--- src/rtl/test_8_pkg.sv ---
// -----------------------------------------------------------------------------
// test_8_pkg
// Shared constants for the decode-stage immediate-extension unit.
//   IMM_W / WORD_W : immediate input width and extended operand width
//   EXT_*          : encodings of the ext_op extension-mode select
// -----------------------------------------------------------------------------
package test_8_pkg;

    localparam int IMM_W  = 16;
    localparam int WORD_W = 32;

    localparam logic [1:0] EXT_SIGN = 2'b00;
    localparam logic [1:0] EXT_ZERO = 2'b01;
    localparam logic [1:0] EXT_LUI  = 2'b10;
    localparam logic [1:0] EXT_BR   = 2'b11;

endpackage

--- src/rtl/imm_ext_comb.sv ---
// -----------------------------------------------------------------------------
// imm_ext_comb
// Pure combinational immediate extender.
//   A      : 16-bit immediate
//   ext_op : extension mode (sign / zero / load-upper / branch word offset)
//   B      : 32-bit extended operand
// -----------------------------------------------------------------------------
module imm_ext_comb
    import test_8_pkg::*;
(
    input  logic [IMM_W-1:0]  A,
    input  logic [1:0]        ext_op,
    output logic [WORD_W-1:0] B
);

    // Every mode is a pure bit rearrangement, so no adder is involved.
    // The branch offset replicates A[15] into the top 14 bits so the
    // word offset stays signed after the shift by two.
    always_comb begin
        B = {{(WORD_W-IMM_W){A[IMM_W-1]}}, A};
        case (ext_op)
            EXT_SIGN: B = {{(WORD_W-IMM_W){A[IMM_W-1]}}, A};
            EXT_ZERO: B = {{(WORD_W-IMM_W){1'b0}}, A};
            EXT_LUI:  B = {A, {(WORD_W-IMM_W){1'b0}}};
            EXT_BR:   B = {{(WORD_W-IMM_W-2){A[IMM_W-1]}}, A, 2'b00};
            default:  B = {{(WORD_W-IMM_W){A[IMM_W-1]}}, A};
        endcase
    end

endmodule

--- config.mk ---
export PLATFORM = sky130hd
export DESIGN_NAME = imm_ext_comb
export DESIGN_NICKNAME = d
export VERILOG_FILES = /design/src/rtl/test_8_pkg.sv /design/src/rtl/imm_ext_comb.sv
export SDC_FILE = /design/constraint.sdc
export NUM_CORES = 1
export LEC_CHECK = 0
export BUFFER_PORTS_ARGS = -buffer_cell sky130_fd_sc_hd__buf_2
export CORE_ASPECT_RATIO = 0.9
export CORE_UTILIZATION = 35
export DETAILED_ROUTE_END_ITERATION = 7
export PLACE_DENSITY_LB_ADDON = 0.15
export SETUP_SLACK_MARGIN = 0.3
export SYNTH_ARGS = -nofsm -noshare
export SYNTH_HDL_FRONTEND = slang
export SYNTH_SLANG_ARGS = --single-unit
--- constraint.sdc ---
create_clock -name vclk -period 0.8
set_input_delay 0 -clock vclk [all_inputs]
set_output_delay 0 -clock vclk [all_outputs]
set_load 0.005 [all_outputs]
==> impl_metrics.json <==
{
  "floorplan.die.height_um": 38.3,
  "hold_ws_ps": 301,
  "synth_cell_types": 18,
  "startpoint": "ext_op[1]",
  "overflow": 0,
  "cp-end-kind": "output pin",
  "yosys.area.top_type": "mux2i_1",
  "ant_nets": 0,
  "grt_pass1_wl_um": 2600,
  "start_util": 0.396,
  "die_x_um": 42.3,
  "timing.slew.headroom": 0.892,
  "grt_use_total": 0.197,
  "ys_seq_area_frac": 0,
  "core_um2": 1290,
  "drc": 0,
  "totalWireLength_um": 1670,
  "grt_max_degree": 20,
  "status": "finished, final reports clean",
  "hold_path.class": "in2out",
  "n_antenna_cell": 0,
  "rsz0062_at_grt": "true",
  "setup_viol": 0,
  "cp_max_fo": 7,
  "design.seq.count": 0,
  "final_cell_mix": "buf_2, mux2i_1, o21ai_1, a22o_1, buf_6",
  "final_common_cell": "buf_2",
  "crit_type": "in2out",
  "critPathArrivalTime_ps": 680,
  "maxSlewViolCount": 0,
  "cts_hold_buf": 0,
  "placed_cells": 119,
  "drt_iter0_drc": 3,
  "first_pass_iters": 4,
  "drive_gt1_frac": 0.633,
  "syn_nets": 78,
  "avgSynthCellArea_um2": 8.53,
  "fmax_ghz": 1.46,
  "period_share": 0.853,
  "worstHoldStart": "A[11]",
  "crit_required_ps": 800,
  "syn-cell-area_um2": 512,
  "rows": 12,
  "final_core_util": 0.671,
  "dpl.hpwl_um": 1100,
  "place_area_um2": 744,
  "drv_cap": 0,
  "ir_worst_vdd_mv": 0.335,
  "grt_pass1_vias": 551,
  "dieArea_um2": 1620,
  "power.density_nw_per_um2": 627,
  "n_fill_cell": 110,
  "synth_top_area_frac": 0.293,
  "seqCellArea_um2": 0,
  "synth_cells": 60,
  "via_count": 686,
  "ys_top_cells_by_area": "mux2i_1, a22o_1, o21ai_0, buf_6, a22o_2",
  "wl_per_cell_um": 13.5,
  "fin_nets": 129,
  "antenna_found_initial": 0,
  "via_per_inst": 5.58,
  "layout.cells.non_filler": 123,
  "start_kind": "input port",
  "yosys_warnings": 0,
  "min_period_ps": 683,
  "io_buffers": 50,
  "area_growth_pct": 69.2,
  "power.leakage_nw": 0.474,
  "stdcell_area_um2": 866,
  "gp_congestion": 0.672,
  "io_pins": 50,
  "worst_slew_pin_slew_ps": 157,
  "hold_viol_final": 0,
  "nClkBuffers": 0
}
-- Yosys cell counts (all sizes together) --
cell type	n
and2b	2
clkbuf	2
o21ai	15
clkdlybuf4s15	1
nand3	2
inv	1
a21boi	1
a22o	14
buf	6
and2	1
mux2i	15
-- through the flow --
stage	total power, mW	setup WS, ps	setup TNS [ps]
floorplan	0.284	183	0
global placement	0.456	-8.14	-8.34
detailed placement	0.461	-36.1	-246
CTS	0.536	135	0
global route	0.590	91.9	0
finish	0.543	117	0
-- worst paths after layout --
path	endpoint	slack [ps]	depth (start not counted)
worst min-delay path	B[13]	300	3
worst max-delay path	B[6]	120	5
-- final cells by class --
class,instances,area (um^2),share of cell area
inverter,1,7.51,0.00867
tap,14,17.5,0.0202
multi-input combinational,52,468,0.540
timing repair buffer,56,373,0.431
-- logic make-up after synthesis --
kind of cell / Yosys count / share of synthesized area
compound gates: 30 / 0.416
simple gates: 5 / 0.0954
mux: 15 / 0.293
buf+inv: 10 / 0.196
-- where the power goes --
| group | internal, mW | switching, mW |
|---|---|---|
| sequential | 0 | 0 |
| clock | 0 | 0 |
| combinational | 0.300 | 0.243 |
-- critical path, stage by stage --
cell	delay, ps
buf_12	100
clkinvlp_4	90
buf_6	140
a22o_4	240
buf_6	110
-- routing by layer --
metal,GRT usage,wire length [um]
met5,0,0
met3,0.00472,90
met1,0.286,768
met2,0.346,799
met4,0,6
-- repair_timing --
item,in CTS,in global routing
setup buffers,2,0
resized for setup,26,2
gates cloned,2,0
setup endpoints to repair,32,32
pin swaps,5,6
(Power assumes the default switching activity.)
